--- src/rtl/encoder_scan_seq_if.sv ---
// Handshake bundle for encoder_scan_seq: load/d capture side and
// the o/o_valid/o_ready index stream with busy/done/none status.
interface encoder_scan_seq_if #(
   parameter int N = 8
) ();
   localparam int W = $clog2(N);

   logic         load;
   logic [N-1:0] d;
   logic         o_ready;
   logic [W-1:0] o;
   logic         o_valid;
   logic         busy;
   logic         done;
   logic         none;

   modport master (
      output load, d, o_ready,
      input  o, o_valid, busy, done, none
   );

   modport slave (
      input  load, d, o_ready,
      output o, o_valid, busy, done, none
   );
endinterface

--- src/rtl/encoder_scan_seq.sv ---
// Sequential multi-hot encoder: captures d on load, emits each set bit's index.
// ENCODER_SCAN_MSB_FIRST_EN selects highest-bit-first order (default lowest).
module encoder_scan_seq #(
   parameter int N = 8,
   localparam int W = $clog2(N)
) (
   input logic clk,
   input logic rst,
   encoder_scan_seq_if.slave bus
);

   typedef enum logic {
      IDLE = 1'b0,
      SCAN = 1'b1
   } state_t;

   state_t       state_q, state_d;
   logic [N-1:0] pend_q, pend_d;
   logic         done_q, done_d;
   logic         none_q, none_d;
   logic [W-1:0] idx;

   // Priority pick: the last match in the loop wins.
   always_comb begin
      idx = '0;
`ifdef ENCODER_SCAN_MSB_FIRST_EN
      for (int i = 0; i < N; i++) begin
         if (pend_q[i]) idx = W'(i);
      end
`else
      for (int i = N - 1; i >= 0; i--) begin
         if (pend_q[i]) idx = W'(i);
      end
`endif
   end

   always_comb begin
      state_d = state_q;
      pend_d  = pend_q;
      done_d  = 1'b0;
      none_d  = 1'b0;
      unique case (state_q)
         IDLE: begin
            if (bus.load) begin
               if (bus.d != '0) begin
                  pend_d  = bus.d;
                  state_d = SCAN;
               end else begin
                  done_d = 1'b1;
                  none_d = 1'b1;
               end
            end
         end
         SCAN: begin
            if (bus.o_ready) begin
               pend_d = pend_q & ~(N'(1) << idx);
               if (pend_d == '0) begin
                  state_d = IDLE;
                  done_d  = 1'b1;
               end
            end
         end
         default: state_d = IDLE;
      endcase
   end

   always_ff @(posedge clk) begin
      if (rst) begin
         state_q <= IDLE;
         pend_q  <= '0;
         done_q  <= 1'b0;
         none_q  <= 1'b0;
      end else begin
         state_q <= state_d;
         pend_q  <= pend_d;
         done_q  <= done_d;
         none_q  <= none_d;
      end
   end

   assign bus.o_valid = (state_q == SCAN);
   assign bus.busy    = (state_q == SCAN);
   assign bus.o       = (state_q == SCAN) ? idx : '0;
   assign bus.done    = done_q;
   assign bus.none    = none_q;

endmodule

--- src/flat_wrapper.sv ---
// flat-port wrapper written by rule: the top's interface ports become plain ports
module encoder_scan_seq_flat 
#(
   parameter int N = 8,
   localparam int W = $clog2(N)
)
  (clk, rst, bus_load, bus_d, bus_o_ready, bus_o, bus_o_valid, bus_busy, bus_done, bus_none);
  encoder_scan_seq_if #(.N(N)) bus_i ();
  input logic clk;
  input logic rst;
  input wire logic [$bits(bus_i.load)-1:0] bus_load;
  input wire logic [$bits(bus_i.d)-1:0] bus_d;
  input wire logic [$bits(bus_i.o_ready)-1:0] bus_o_ready;
  output wire logic [$bits(bus_i.o)-1:0] bus_o;
  output wire logic [$bits(bus_i.o_valid)-1:0] bus_o_valid;
  output wire logic [$bits(bus_i.busy)-1:0] bus_busy;
  output wire logic [$bits(bus_i.done)-1:0] bus_done;
  output wire logic [$bits(bus_i.none)-1:0] bus_none;
  assign bus_i.load = bus_load;
  assign bus_i.d = bus_d;
  assign bus_i.o_ready = bus_o_ready;
  assign bus_o = bus_i.o;
  assign bus_o_valid = bus_i.o_valid;
  assign bus_busy = bus_i.busy;
  assign bus_done = bus_i.done;
  assign bus_none = bus_i.none;
  encoder_scan_seq #(.N(N)) u_core (.clk(clk), .rst(rst), .bus(bus_i));
endmodule
--- config.mk ---
export PLATFORM = sky130hd
export DESIGN_NAME = encoder_scan_seq_flat
export DESIGN_NICKNAME = d
export VERILOG_FILES = /design/src/rtl/encoder_scan_seq_if.sv /design/src/rtl/encoder_scan_seq.sv /design/src/flat_wrapper.sv
export SDC_FILE = /design/constraint.sdc
export NUM_CORES = 1
export LEC_CHECK = 0
export ABC_AREA = 1
export CELL_PAD_IN_SITES_DETAIL_PLACEMENT = 1
export CELL_PAD_IN_SITES_GLOBAL_PLACEMENT = 2
export CORE_MARGIN = 2
export CORE_UTILIZATION = 22
export DETAILED_ROUTE_END_ITERATION = 6
export GPL_ROUTABILITY_DRIVEN = 0
export PLACE_DENSITY = 0.85
export SETUP_SLACK_MARGIN = 0.05
export SLEW_MARGIN = 10
export SYNTH_ARGS = -nofsm -noshare
export SYNTH_HDL_FRONTEND = slang
export SYNTH_SLANG_ARGS = --single-unit
--- constraint.sdc ---
create_clock -name clk -period 1.3 [get_ports clk]
set_input_delay 0.13 -clock clk [delete_from_list [all_inputs] [get_ports clk]]
set_output_delay 0.13 -clock clk [all_outputs]
set_load 0.01 [all_outputs]
* After elaboration in Yosys (flattened, before gate mapping) *
Cells that the tools add are included.

word-level totals
  bits of input ports = 12
  output and inout bits = 7
  register bits after elaboration = 11

operators by class
  bitwise operators = 3
  shift-type cells = 1
  reductions and logical operators = 4
  eq/ne operators = 3
  multiplexer cells = 23

operator list
  operator                                                count
  2-to-1 mux 3 bit                                        9
  2-to-1 mux 8 bit                                        3
  case mux 8 bit (2 select lines)                         1
  bitwise AND 8 bit                                       1
  zero test 8 bit                                         1
  2-to-1 mux 1 bit                                        8
  NOT 8 bit                                               1
  nonzero test 8 bit                                      1
  left shift 1 x 3 -> 8 bit (first input constant)        1
  inequality test 2 bit (second input constant)           2
  case mux 1 bit (2 select lines)                         2
  AND reduction 3 bit                                     1
  inequality test 2 x 1 -> 1 bit (second input constant)  1
  OR reduction 2 bit                                      1
  NOT 1 bit                                               1

* Depth between registers and ports, before layout *
  word-level depth = 15
  gate-level depth with buffers = 14
  mapped depth without buffers = 14

* Least setup slack after synthesis *
Ideal clock, no wire load.

  path kind = register -> register
  from = reg u_core.state_q (netlist: u_core.bus.busy)
  to = reg u_core.pend_q[3]
  data required time = 1.175 ns
  stages on the path, launching flop included = 9
  data arrival time = 1.197 ns
  buffers on the path = 1
  slack = -0.022 ns
  path through = dfxtp_1 buf_2 inv_2 nand2_1 nor2_2 a21oi_4 inv_2 o21ai_1 a31oi_1

between the ends
  longest elaborated chain between the ends = 3
  elaborated cells between the ends (all ways) = 6
  those cells by class = eq/ne (3); mux (1); bitwise (1); reduce/logical (1)

RTL lines
  item                                                                                      line                    RTL
  start, declared                                                                           encoder_scan_seq.sv:17  state_t state_q, state_d;
  start signal, assigned                                                                    encoder_scan_seq.sv:74  state_q <= state_d;
  NOT 1 bit                                                                                 encoder_scan_seq.sv:42  unique case (state_q)
  inequality test 2 x 1 -> 1 bit (no line) / inequality test 2 bit (equally long branches)  n/a
  AND reduction 3 bit (no line)                                                             n/a
  end signal, assigned                                                                      encoder_scan_seq.sv:75  pend_q <= pend_d;
  end, declared                                                                             encoder_scan_seq.sv:18  logic [N-1:0] pend_q, pend_d;

Several ways; a longest one is shown, not always the timed one.
A chain may end at the register's enable or synchronous reset.

* Worst setup path in the final report *
  from = reg u_core.pend_q[1]
  to = out bus_o[2]

between the ends
  longest elaborated chain between the ends = 3

RTL lines
  item                            line                    RTL
  2-to-1 mux 3 bit (2 in series)  encoder_scan_seq.sv:32  if (pend_q[i]) idx = W'(i);
  2-to-1 mux 3 bit                encoder_scan_seq.sv:83  assign bus.o = (state_q == SCAN) ? idx : '0;
  end, declared                   flat_wrapper.sv:14      output wire logic [$bits(bus_i.o)-1:0] bus_o;

Every way passes these cells.

==> results by group <==
Run status
  • Outcome: complete, but fails checks
  • Failing checks: setup timing

Global route
  • GR Util met3: 1.26%
  • Busiest grt layer: met2
  • First-pass GRT wire length: 4.55 mm
  • Met2 usage: between 30% and 40%
  • Vias in the first global route: 990
  • Pin count of the biggest net entering global routing: 11
  • Global route overflow: 0
  • Met1 usage: between 15 and 20%
  • GR Util All Layers: ~17%
  • Initial antenna violation count: 0

Pwr
  • Comb pwr share: between 50% and 60%
  • Sw frac: 40.5%
  • Int Power: 910 uW
  • Part of the power in registers: between 20 and 30%
  • Maximum VDD drop: between 400 and 500 uV
  • Lkg Pwr: slightly below 0.7 nW
  • Clock share of power: roughly 16%
  • P_sw: roughly 620 uW
  • Power per cell area: 1090 nW/um2

Yosys
  • Cells after synthesis: 114
  • Synth top area share: roughly 30%
  • Syn Nets: 126
  • Main synth FF type: dfxtp_1
  • Post-synth top cells: nand2_1 (29), a21oi_1 (13), dfxtp_1 (11), inv_1 (11), nor2_1 (11)
  • Most frequent cell after synthesis: nand2_1
  • Area of the mapped netlist: about 730 um2
  • Sequential fraction of the synthesis area: a little under a third
  • #FFs+latches synth: 11
  • Synth top area cells: dfxtp_1 (30%), nand2_1 (15%), a21oi_1 (8.9%), inv_1 (5.7%), nor2_1 (5.7%)
  • Number of synthesized flops with an enable pin: 0
  • Synth cell types: 22
  • Ys Warns: 0
  • Yosys top cell by area: dfxtp_1
  • Post-synth ARST share: 0%
  • Avg Cell Area, Syn: 6.41 um2

Setup path
  • Worst Path Max Fanout: 3
  • Worst Path Buf+Inv: 2
  • CP arrival: between 1 and 1.5 ns
  • Crit path kind: flip-flop to output pin
  • CP Capture Type: output pin
  • Startpoint class of the critical path: flip-flop
  • FF-to-FF setup slack: -0.13 ns
  • Slowest cell delay on critical path: 0.36 ns
  • Critical path's top delay family: simple AND/OR/NAND/NOR gates
  • Worst path cell trace: nor2_4 -> nand3_4 -> buf_4 -> nor3_2 -> buf_2
  • Slowest-stage cell, CP: dfxtp_4
  • Required time of the worst setup path: about 1.2 ns

Detailed routing
  • Final ANT Viol Nets: 0
  • Total iterations of the first detailed-routing run: 4
  • Drt total wl: between 2 and 3 mm
  • Routed vias: between 900 and 1000
  • Post-route DRC: 0
  • Initial DRC Count: 15
  • Post-DR vias/cell: around 4.5
  • Routed len/inst: 13.7 um

Die
  • Die height: 61.6 um
  • Num ports: 19
  • Std cell rows: 20
  • Core area: between 3000 and 4000 um2
  • Initial Utilization: a little under a quarter
  • Die area: 3800 um2
  • Die width: roughly 62 um

Timing
  • RSZ-0062 raised after global routing: yes
  • Worst-margin pin slew: 0.289 ns
  • Period utilisation layout: 112%
  • Hold Vio Cnt, Final: 0
  • Headroom to the max-slew limit: 80.7%
  • Worst Skew: roughly 0.0029 ns
  • Setup TNS: -0.654 ns
  • # setup viols final: 7
  • Slew Viols, Final: 0
  • Peak Freq: 684 MHz
  • Setup slack after layout: -0.162 ns
  • Tmin final: roughly 1.5 ns

Placed design
  • DP Wirelength: between 2 and 2.5 mm
  • Placed Instances: slightly above 200
  • Buffers on Ports: 18

Cells and area
  • Layout Cells excl Fill: 213
  • Fin nets: around 180
  • Synthesis-to-layout area growth: 92.6%
  • Layout cells sized above 1: between 50% and 60%
  • Fillers: 411
  • # diodes: 0

Clock tree
  • Hold-fix buffers, CTS: 0
  • CTS Root Cell: clkbuf_4
  • Worst-Skew Late Latency: 0.27 ns
  • Num CTS Buffers: 3
  • CTS tree: done
  • Clk slew on worst S/H paths: ~0.07 ns
  • Num Clock Sinks: 11
  • Longest Clk Path Bufs: 2
  • CTS H-tree lvls: 1

Job
  • Max-Cap Viols: 0

Min path
  • Min-delay worst type: input pin to flip-flop
-- power groups by stage --
stage / Sequential, mW / Combinational [mW] / Clock (mW)
detailed placement: 0.421 / 0.662 / 0
CTS: 0.422 / 0.717 / 0.246
global placement: 0.419 / 0.640 / 0
floorplan: 0.425 / 0.327 / 0
global route: 0.434 / 0.933 / 0.271
finish: 0.429 / 0.857 / 0.244
-- logic make-up after synthesis --
group | synth area share (%)
buf+inv | 10.4
compound gates | 20.4
flops | 30.1
simple gates | 39.0
-- worst register-to-register path: stages (launching register included) --
cell	delay, ns
dfxtp_4	0.36
nor2_4	0.14
nand3_4	0.12
buf_6	0.14
nor2_2	0.09
nand4_1	0.13
nand2_1	0.13
nand4_1	0.09
nand2_1	0.07
nand2_1	0.04
-- state kept, by name (all words and copies together), names as in the netlist --
signal / count
u_core.bus.none: 1
u_core.pend_q: 8
u_core.bus.busy: 1
u_core.bus.done: 1
-- per-layer routing --
layer	part of all wire [%]	vias to the layer above
li1	-	479
met1	37	451
met2	57	31
met3	4.2	6
met4	2.4	0
met5	0	-
-- what timing repair did --
item | CTS | global route
setup endpoints to repair | 16 | 14
endpoints found under the hold margin | 0 | 0
buffers inserted | 2 | 4
gates cloned | 0 | 0
resized for setup | 47 | 31
pin swaps | 16 | 15
-- cells in the final DEF (no fill, tap or decap), types with 2 or more instances in the layout --
master	n
inv_4	2
nor2_4	5
dfxtp_2	7
nand2_2	4
buf_4	27
dfxtp_1	3
o21ai_2	3
dlygate4sd2_1	8
nand4_1	3
buf_2	3
o21ai_1	6
a21oi_2	4
nand2_4	6
inv_2	4
buf_6	9
dlymetal6s2s_1	4
a21oi_1	9
inv_1	10
nand3_1	3
clkbuf_4	3
nor2_1	8
nand2_1	21
nor2_2	3
nand3_2	3
clkdlybuf4s50_1	3
-- metrics by stage --
step | area [um2] | util [%] | worst slack (ns) | hold slack (ns) | total power, mW
floorplan | 738 | - | 0.0815 | 0.246 | 0.752
global placement | 1180 | 37.9 | -0.237 | 0.524 | 1.06
detailed placement | 1180 | 37.9 | -0.296 | 0.545 | 1.08
CTS | 1270 | 40.9 | -0.153 | 0.296 | 1.39
global route | 1410 | 45.4 | -0.273 | 0.271 | 1.64
finish | 1410 | 45.4 | -0.162 | 0.212 | 1.53
-- layout make-up --
class | count | area, um2 | area share, %
multi-input cells | 84 | 559 | 39.7
repair buffers | 54 | 469 | 33.3
flip-flops and latches | 11 | 233 | 16.5
inverters | 16 | 65.1 | 4.62
well taps | 44 | 55.1 | 3.91
clock buffers | 4 | 26.3 | 1.87
-- worst paths after layout --
path	startpoint	end	cells past startpoint
max	u_core.pend_q[1]	bus_o[2]	5
min	bus_d[5]	u_core.pend_q[5]	3
min reg2reg	u_core.pend_q[6]	u_core.pend_q[6]	2
max reg2reg	u_core.pend_q[1]	u_core.bus.busy	9
Power figures use the tool's default switching activity.
